<file path="src/rtl/multicycle_datapath.sv">
`default_nettype none
// ============================================================================
// multicycle_datapath: multicycle RV32I-subset core, unified req/ack memory port
// Revision 1.0
// ============================================================================
module multicycle_datapath #(
    parameter int               XLEN     = 32,
    parameter int               NREG     = 32,
    parameter logic [XLEN-1:0]  RESET_PC = '0
) (
    input  logic            clk_i,
    input  logic            reset_i,
    output logic            mem_req_o,
    output logic            mem_we_o,
    output logic [XLEN-1:0] mem_addr_o,
    output logic [XLEN-1:0] mem_wdata_o,
    input  logic [XLEN-1:0] mem_rdata_i,
    input  logic            mem_ack_i,
    output logic [XLEN-1:0] pc_o,
    output logic [3:0]      state_o,
    output logic            retire_o,
    output logic            illegal_o
);
    localparam int         RW       = (NREG > 1) ? $clog2(NREG) : 1;
    localparam logic [5:0] NREG_LIM = 6'(NREG);

    localparam logic [3:0] S_FETCH   = 4'd0;
    localparam logic [3:0] S_DECODE  = 4'd1;
    localparam logic [3:0] S_MEMADR  = 4'd2;
    localparam logic [3:0] S_MEMRD   = 4'd3;
    localparam logic [3:0] S_MEMWB   = 4'd4;
    localparam logic [3:0] S_MEMWR   = 4'd5;
    localparam logic [3:0] S_EXECR   = 4'd6;
    localparam logic [3:0] S_EXECI   = 4'd7;
    localparam logic [3:0] S_ALUWB   = 4'd8;
    localparam logic [3:0] S_BEQ     = 4'd9;
    localparam logic [3:0] S_JAL     = 4'd10;
    localparam logic [3:0] S_ILLEGAL = 4'd15;

    localparam logic [6:0] OP_LW  = 7'b0000011;
    localparam logic [6:0] OP_SW  = 7'b0100011;
    localparam logic [6:0] OP_R   = 7'b0110011;
    localparam logic [6:0] OP_I   = 7'b0010011;
    localparam logic [6:0] OP_BR  = 7'b1100011;
    localparam logic [6:0] OP_JAL = 7'b1101111;

    localparam logic [2:0] ALU_ADD = 3'b000;
    localparam logic [2:0] ALU_SUB = 3'b001;
    localparam logic [2:0] ALU_AND = 3'b010;
    localparam logic [2:0] ALU_OR  = 3'b011;
    localparam logic [2:0] ALU_SLT = 3'b101;

    logic [3:0]      state;
    logic [XLEN-1:0] pc, old_pc, a, b, alu_out, mdr;
    logic [31:0]     ir;
    logic [XLEN-1:0] rf [NREG];

    logic [6:0] opcode, funct7;
    logic [4:0] rd, rs1, rs2;
    logic [2:0] funct3;
    assign opcode = ir[6:0];
    assign rd     = ir[11:7];
    assign funct3 = ir[14:12];
    assign rs1    = ir[19:15];
    assign rs2    = ir[24:20];
    assign funct7 = ir[31:25];

    logic [XLEN-1:0] imm_i, imm_s, imm_b, imm_j;
    assign imm_i = {{(XLEN-12){ir[31]}}, ir[31:20]};
    assign imm_s = {{(XLEN-12){ir[31]}}, ir[31:25], ir[11:7]};
    assign imm_b = {{(XLEN-13){ir[31]}}, ir[31], ir[7], ir[30:25], ir[11:8], 1'b0};
    assign imm_j = {{(XLEN-21){ir[31]}}, ir[31], ir[19:12], ir[20], ir[30:21], 1'b0};

    logic xfer;
    assign xfer = mem_req_o & mem_ack_i;

    // Decode: target state plus which register fields must lie below NREG
    logic [3:0] dec_next;
    logic       use_rd, use_rs1, use_rs2, alu_f3_ok;
    always_comb begin
        dec_next  = S_ILLEGAL;
        use_rd    = 1'b0;
        use_rs1   = 1'b0;
        use_rs2   = 1'b0;
        alu_f3_ok = (funct3 == 3'b000) || (funct3 == 3'b111) ||
                    (funct3 == 3'b110) || (funct3 == 3'b010);
        case (opcode)
            OP_LW:  if (funct3 == 3'b010) begin
                        dec_next = S_MEMADR; use_rd = 1'b1; use_rs1 = 1'b1;
                    end
            OP_SW:  if (funct3 == 3'b010) begin
                        dec_next = S_MEMADR; use_rs1 = 1'b1; use_rs2 = 1'b1;
                    end
            OP_R:   if ((funct7 == 7'h00 && alu_f3_ok) || (funct7 == 7'h20 && funct3 == 3'b000)) begin
                        dec_next = S_EXECR; use_rd = 1'b1; use_rs1 = 1'b1; use_rs2 = 1'b1;
                    end
            OP_I:   if (alu_f3_ok) begin
                        dec_next = S_EXECI; use_rd = 1'b1; use_rs1 = 1'b1;
                    end
            OP_BR:  if (funct3 == 3'b000) begin
                        dec_next = S_BEQ; use_rs1 = 1'b1; use_rs2 = 1'b1;
                    end
            OP_JAL: begin
                        dec_next = S_JAL; use_rd = 1'b1;
                    end
            default: dec_next = S_ILLEGAL;
        endcase
        if ((use_rd  && {1'b0, rd}  >= NREG_LIM) ||
            (use_rs1 && {1'b0, rs1} >= NREG_LIM) ||
            (use_rs2 && {1'b0, rs2} >= NREG_LIM))
            dec_next = S_ILLEGAL;
    end

    logic [2:0]      alu_sel;
    logic [XLEN-1:0] alu_rhs, alu_res;
    always_comb begin
        case (funct3)
            3'b000:  alu_sel = (state == S_EXECR && funct7[5]) ? ALU_SUB : ALU_ADD;
            3'b111:  alu_sel = ALU_AND;
            3'b110:  alu_sel = ALU_OR;
            3'b010:  alu_sel = ALU_SLT;
            default: alu_sel = ALU_ADD;
        endcase
        alu_rhs = (state == S_EXECR) ? b : imm_i;
        case (alu_sel)
            ALU_SUB: alu_res = a - alu_rhs;
            ALU_AND: alu_res = a & alu_rhs;
            ALU_OR:  alu_res = a | alu_rhs;
            ALU_SLT: alu_res = {{(XLEN-1){1'b0}}, ($signed(a) < $signed(alu_rhs))};
            default: alu_res = a + alu_rhs;
        endcase
    end

    logic            rf_we;
    logic [XLEN-1:0] rf_wdata;
    always_comb begin
        rf_we    = 1'b0;
        rf_wdata = alu_out;
        case (state)
            S_MEMWB: begin rf_we = 1'b1; rf_wdata = mdr; end
            S_ALUWB: begin rf_we = 1'b1; rf_wdata = alu_out; end
            S_JAL:   begin rf_we = 1'b1; rf_wdata = old_pc + XLEN'(4); end
            default: rf_we = 1'b0;
        endcase
        if (rd == 5'd0)
            rf_we = 1'b0;
    end

    always_ff @(posedge clk_i or posedge reset_i) begin
        if (reset_i) begin
            for (int i = 0; i < NREG; i++)
                rf[i] <= '0;
        end else if (rf_we) begin
            rf[rd[RW-1:0]] <= rf_wdata;
        end
    end

    always_ff @(posedge clk_i or posedge reset_i) begin
        if (reset_i) begin
            state   <= S_FETCH;
            pc      <= RESET_PC;
            old_pc  <= RESET_PC;
            ir      <= '0;
            a       <= '0;
            b       <= '0;
            alu_out <= '0;
            mdr     <= '0;
        end else begin
            case (state)
                S_FETCH: if (xfer) begin
                    ir     <= mem_rdata_i[31:0];
                    old_pc <= pc;
                    pc     <= pc + XLEN'(4);
                    state  <= S_DECODE;
                end
                S_DECODE: begin
                    a       <= rf[rs1[RW-1:0]];
                    b       <= rf[rs2[RW-1:0]];
                    alu_out <= old_pc + ((opcode == OP_JAL) ? imm_j : imm_b);
                    state   <= dec_next;
                end
                S_MEMADR: begin
                    alu_out <= a + ((opcode == OP_SW) ? imm_s : imm_i);
                    state   <= (opcode == OP_SW) ? S_MEMWR : S_MEMRD;
                end
                S_MEMRD: if (xfer) begin
                    mdr   <= mem_rdata_i;
                    state <= S_MEMWB;
                end
                S_MEMWR: if (xfer) state <= S_FETCH;
                S_EXECR, S_EXECI: begin
                    alu_out <= alu_res;
                    state   <= S_ALUWB;
                end
                S_MEMWB, S_ALUWB: state <= S_FETCH;
                S_BEQ: begin
                    if (a == b)
                        pc <= alu_out;
                    state <= S_FETCH;
                end
                S_JAL: begin
                    pc    <= alu_out;
                    state <= S_FETCH;
                end
                S_ILLEGAL: state <= S_ILLEGAL;
                default:   state <= S_ILLEGAL;
            endcase
        end
    end

    // Request drops combinationally with reset so an in-flight transfer is abandoned at once
    assign mem_req_o   = ~reset_i & ((state == S_FETCH) || (state == S_MEMRD) || (state == S_MEMWR));
    assign mem_we_o    = ~reset_i & (state == S_MEMWR);
    assign mem_addr_o  = (state == S_FETCH) ? pc : alu_out;
    assign mem_wdata_o = b;
    assign retire_o    = ~reset_i & ((state == S_MEMWB) || (state == S_ALUWB) ||
                                     (state == S_BEQ)   || (state == S_JAL)   ||
                                     (state == S_MEMWR && mem_ack_i));
    assign illegal_o   = (state == S_ILLEGAL);
    assign pc_o        = pc;
    assign state_o     = state;

endmodule
`default_nettype wire
</file>
<file path="config.mk">
export PLATFORM = sky130hd
export DESIGN_NAME = multicycle_datapath
export DESIGN_NICKNAME = d
export VERILOG_FILES = /design/src/rtl/multicycle_datapath.sv
export SDC_FILE = /design/constraint.sdc
export NUM_CORES = 2
export LEC_CHECK = 0
export CAP_MARGIN = 25
export CORE_ASPECT_RATIO = 1.4
export CORE_MARGIN = 5
export CORE_UTILIZATION = 60
export CTS_CLUSTER_SIZE = 25
export DETAILED_ROUTE_END_ITERATION = 10
export GPL_ROUTABILITY_DRIVEN = 0
export HOLD_SLACK_MARGIN = 0.12
export MAX_ROUTING_LAYER = met4
export PLACE_DENSITY = 0.79
export SLEW_MARGIN = 40
export SYNTH_ARGS = -nofsm -noshare
export SYNTH_HDL_FRONTEND = slang
export SYNTH_SLANG_ARGS = --single-unit
</file>
<file path="constraint.sdc">
create_clock -name clk_i -period 74.7 [get_ports clk_i]
set_input_delay 14.94 -clock clk_i [delete_from_list [all_inputs] [get_ports clk_i]]
set_output_delay 14.94 -clock clk_i [all_outputs]
set_load 0.005 [all_outputs]
</file>
# Yosys cells after proc, flatten, opt, wreduce, memory -nomap -nowiden
# Cells that the tools add are included.
op_classes:
  add_sub_neg: 6
  mul: 0
  n_div: 0
  magnitude_cmp: 5
  eq_ne: 30
  shifts: 0
  mux: 33
  bitwise_logic: 10
  n_reduce_logical: 29
ops:
  columns: ["op", "count"]
  rows:
  - ["1024-bit bitwise mux", 1]
  - ["32-bit binary-select mux with 5-bit select", 2]
  - ["32-bit 2-to-1 mux", 9]
  - ["32-bit one-hot mux with 3 select lines", 2]
  - ["32-bit demux with 5-bit select", 1]
  - ["32-bit one-hot mux with 4 select lines", 1]
  - ["32-bit adder", 3]
  - ["32-bit by 3-bit adder with 32-bit output (second input constant)", 2]
  - ["32-bit one-hot mux with 2 select lines", 1]
  - ["32-bit bitwise AND", 1]
  - ["32-bit == test", 1]
  - ["32-bit less-than comparator", 1]
  - ["32-bit bitwise OR", 1]
  - ["32-bit subtractor", 1]
  - ["4-bit one-hot mux with 7 select lines", 1]
  - ["4-bit 2-to-1 mux", 6]
  - ["7-bit by 6-bit == test with 1-bit output (second input constant)", 3]
  - ["20-bit 2-to-1 mux", 1]
  - ["4-bit one-hot mux with 5 select lines", 1]
  - ["6-bit greater-or-equal comparator (second input constant)", 3]
  - ["5-bit NOT with 6-bit output", 3]
  - ["4-bit by 3-bit == test with 1-bit output (second input constant)", 4]
  - ["4-bit == test (second input constant)", 4]
  - ["7-bit == test (second input constant)", 2]
  - ["other kinds (27)", 58]
word_totals:
  register_bits: 1252
  latch_bits: 0
  mem_bits_rw: 0
  romBits: 0
  in_bits: 35
  output_inout_bits: 104
  word_cells: 153
  n_memories: 0

# Depth between registers and ports, before layout
depth:
  word_depth: 9
  depth_mapped: 20
  depth_no_buf: 17

# Least setup slack after synthesis
# Ideal clock, no wire load.
synth_path:
  path_type: "input-to-output"
  from: "input port mem_ack_i"
  to: "output port retire_o"
  t_arrival_ps: 15217
  required_ps: 59760
  path_slack_ps: 44543
  stages: 4
  path_buffers: 0
  path_cell_list: "a21oi_1 > nor2_1 > nor2_1 > nor2_1"
synth_via:
  elab_chain_len: 3
synth_lines:
  columns: ["item", "line", "rtl"]
  rows:
  - ["start: declaration", "18", "input logic mem_ack_i,"]
  - ["1-bit logical AND", "218", "(state == S_MEMWR && mem_ack_i));"]
  - ["1-bit logical OR", "217", "(state == S_BEQ) || (state == S_JAL) ||"]
  - ["1-bit bitwise AND", "216", "assign retire_o = ~reset_i & ((state == S_MEMWB) || (state == S_ALUWB) ||"]
  - ["end: declaration", "21", "output logic retire_o,"]
# Every way passes these cells.

# Final worst setup path
layout_path:
  from: "input port reset_i"
  to: "output port mem_req_o"
layout_via:
  elab_chain_len: 2
layout_lines:
  columns: ["item", "line", "rtl"]
  rows:
  - ["start: declaration", "12", "input logic reset_i,"]
  - ["1-bit NOT", "212", "assign mem_req_o = ~reset_i & ((state == S_FETCH) || (state == S_MEMRD) || (state == S_MEMWR));"]
  - ["1-bit bitwise AND", "212", null]
  - ["end: declaration", "13", "output logic mem_req_o,"]
# Every way passes these cells.

==> flow_summary.yaml <==
outcome:
  status: "finished, final reports clean"
synthesis:
  syn-cell-area_mm2: 0.07113
  synth_simple_gate_area_share_pct: 10.12
  synth_fa_ha_area_share_pct: 2.910
  synth_top_area_share_pct: 44.05
  synthXorXnorAreaFrac_pct: 1.379
  synth_area_leader_cell: "dfrtp_1"
  seq_area_frac_synth_pct: 44.05
  synth_edf_count: 0
  synth_area_leaders: "dfrtp_1, mux4_2, o21ai_0"
  synthTopCellsByCount: "dfrtp_1, nand2_1, o21ai_0"
  syn_area_per_cell_um2: 10.76
  ys_warn_count: 0
  yosysMostFrequentCell: "dfrtp_1"
  syn_nets: 6809
  synth_top_family_by_area: "multiplexers"
  synthMuxAreaShare_pct: 23.67
  async_flop_share_pct: 100.0
  ys_types: 88
  synth_compound_area_share_pct: 13.99
  synth-seq-cells: 1252
  synthCells: 6611
  ys.flop_type: "dfrtp_1"
layout:
  finalCoreUtilization_pct: 66.49
  area_delta_synth_final_pct: 10.14
  fin_area_mm2: 0.07834
  seq_area_mm2: 0.03136
  fin_cells: 8087
  fillers: 8297
  final_nets: 6592
  multi_input_area_mm2: 0.03783
  drive_above_1_share_pct: 19.35
cts:
  cts_htree_levels: 3
  cts_buffers: 109
  clk_latency_ns: 0.76
  clock_path_buffers: 3
  cts_setup_buffers: 0
  clk_pin_slew_worst_paths_ns: 0.08
  cts.sinks: 1252
  cts-root-buf: "clkbuf_16"
  holdBufCountCts: 0
  cts_tree: "built"
  cts-resized-gates: 0
global_routing:
  track_usage_pct: 39.74
  grt_pass1_wl_mm: 364.2
  grt-ovfl-total: 0
  grt_max_degree: 148
  antenna_found_initial: 13
  grt_pass1_vias: 58630
place:
  place_area_mm2: 0.07429
  hpwl_mm: 148.4
  numPortBuffers: 138
  dp.cells: 7863
run:
  max_cap_violations: 0
critical_path:
  reg2regPathDepth: 14
  r2r_end: "alu_out[21]"
  startpoint: "reset_i"
  worst-setup-path-type: "in2out"
  reg2reg_from: "ir[3]"
  critPathArrivalTime_ns: 16.63
  worstPathRequired_ns: 59.76
  crit_fanout: 4
  startpoint_type: "input pin"
  setup.worst_path.end_class: "primary output"
  endpoint: "mem_req_o"
  rrSetupSlack_ns: 68.67
sta:
  finalSetupViolCount: 0
  fin_skew_ns: 0.03805
  min_period_ns: 31.58
  fmax_mhz: 31.67
  max_slew.worst_pin.slew_ns: 1.012
  slew_violations: 0
  fin_tns_setup_ns: 0
  grt_setup_unrepaired: "false"
  period_share_pct: 42.27
  slew_headroom_pct: 32.54
  hold_violations: 0
route:
  firstDrtPassIters: 8
  antenna_left: 0
  drc_errors: 0
  dr_total_vias: 58300
  via_per_inst: 7.209
  wl_per_cell_um: 29.86
  drt_iter0_drc: 8277
  wl_mm: 241.5
power_and_ir_drop:
  p_leak_nw: 32.74
  peakVddDrop_mv: 0.02456
  powerDensity_mw_per_mm2: 34.50
floorplanning:
  initial_core_util_pct: 60.37
  pin_count: 139
  fp.dieArea_mm2: 0.1256
  die_w_um: 301.0
  die_h_um: 417.4
  rows: 149
  coreArea_mm2: 0.1178
hold_path:
  worstHoldPathType: "reg2reg"
registers in the layout, indices dropped and copies added, names as in the netlist:
signal and count:
mem_wdata_o 32, old_pc 32, ir 32, state_o 4, alu_out 32, pc_o 32, rf 1024, mdr 32
a 32
area by class of cell:
class                   instances  area share [%]
diodes                         15         0.04791
clock buffers                 160           4.191
repair buffers                282           3.627
well taps                    1585           2.532
multi-input cells            4634           48.29
inverters                     115          0.5718
clock inverters                44          0.7028
flip-flops and latches       1252           40.03
logic make-up (layout without fill, tap and decap cells):
family,Yosys count,count (layout)
fa+ha+maj,163,163
xor+xnor,112,112
compound gates,1754,1754
other cells,0,15
buf+inv,725,601
mux,863,863
flops,1252,1252
simple gates,1742,1742
routing by layer:
metal  up-vias  track usage [%]  part of all wire, %
met5         -                -                    0
met4         0            33.83                   11
met3      1431            12.83                   13
met2      4512            58.14                   45
met1     28650            44.06                   31
li1      23710                -                    -
how the worst min path moves through the flow:
stage          startpoint       end  slack (ns)  cells after the start
2_1_floorplan    rf[1000]  rf[1000]        0.44                      1
3_3_place_gp     rf[1014]  rf[1014]        0.38                      0
3_5_place_dp     rf[1004]  rf[1004]        0.38                      0
4_1_cts          rf[1004]  rf[1004]        0.40                      0
5_1_grt           rf[997]   rf[997]        0.41                      0
6_report         rf[1002]  rf[1002]        0.40                      0
cell usage in the layout, fill, tap and decap left out, types with 74 or more instances in the layout:
cell,instances
a21oi_1,645
buf_4,82
clkbuf_16,112
clkdlybuf4s50_1,138
dfrtp_1,1242
ha_1,159
inv_1,113
mux2_2,149
mux4_2,640
nand2_1,786
nor2_1,643
o21ai_0,750
xor2_1,74
worst max-delay path, cell delays in order:
cell             delay [ns]
clkdlybuf4s50_1        0.62
nor3_1                 0.47
clkdlybuf4s50_1        0.60
report_power, final:
part           switching (mW)  internal [mW]
clock                   0.273          0.343
sequential              0.171          0.773
combinational           0.696          0.445
total                    1.14           1.56
through the flow:
step           hold slack, ns  setup WS [ns]  total power, mW
5_1_grt                0.4134          43.03            2.793
6_report               0.3974          43.13            2.703
3_3_place_gp           0.3763          43.23            1.996
2_1_floorplan          0.4413          24.48            1.597
4_1_cts                0.3980          43.16            2.645
3_5_place_dp           0.3833          43.16            2.033
No activity file was read; power rests on OpenSTA's default activity.
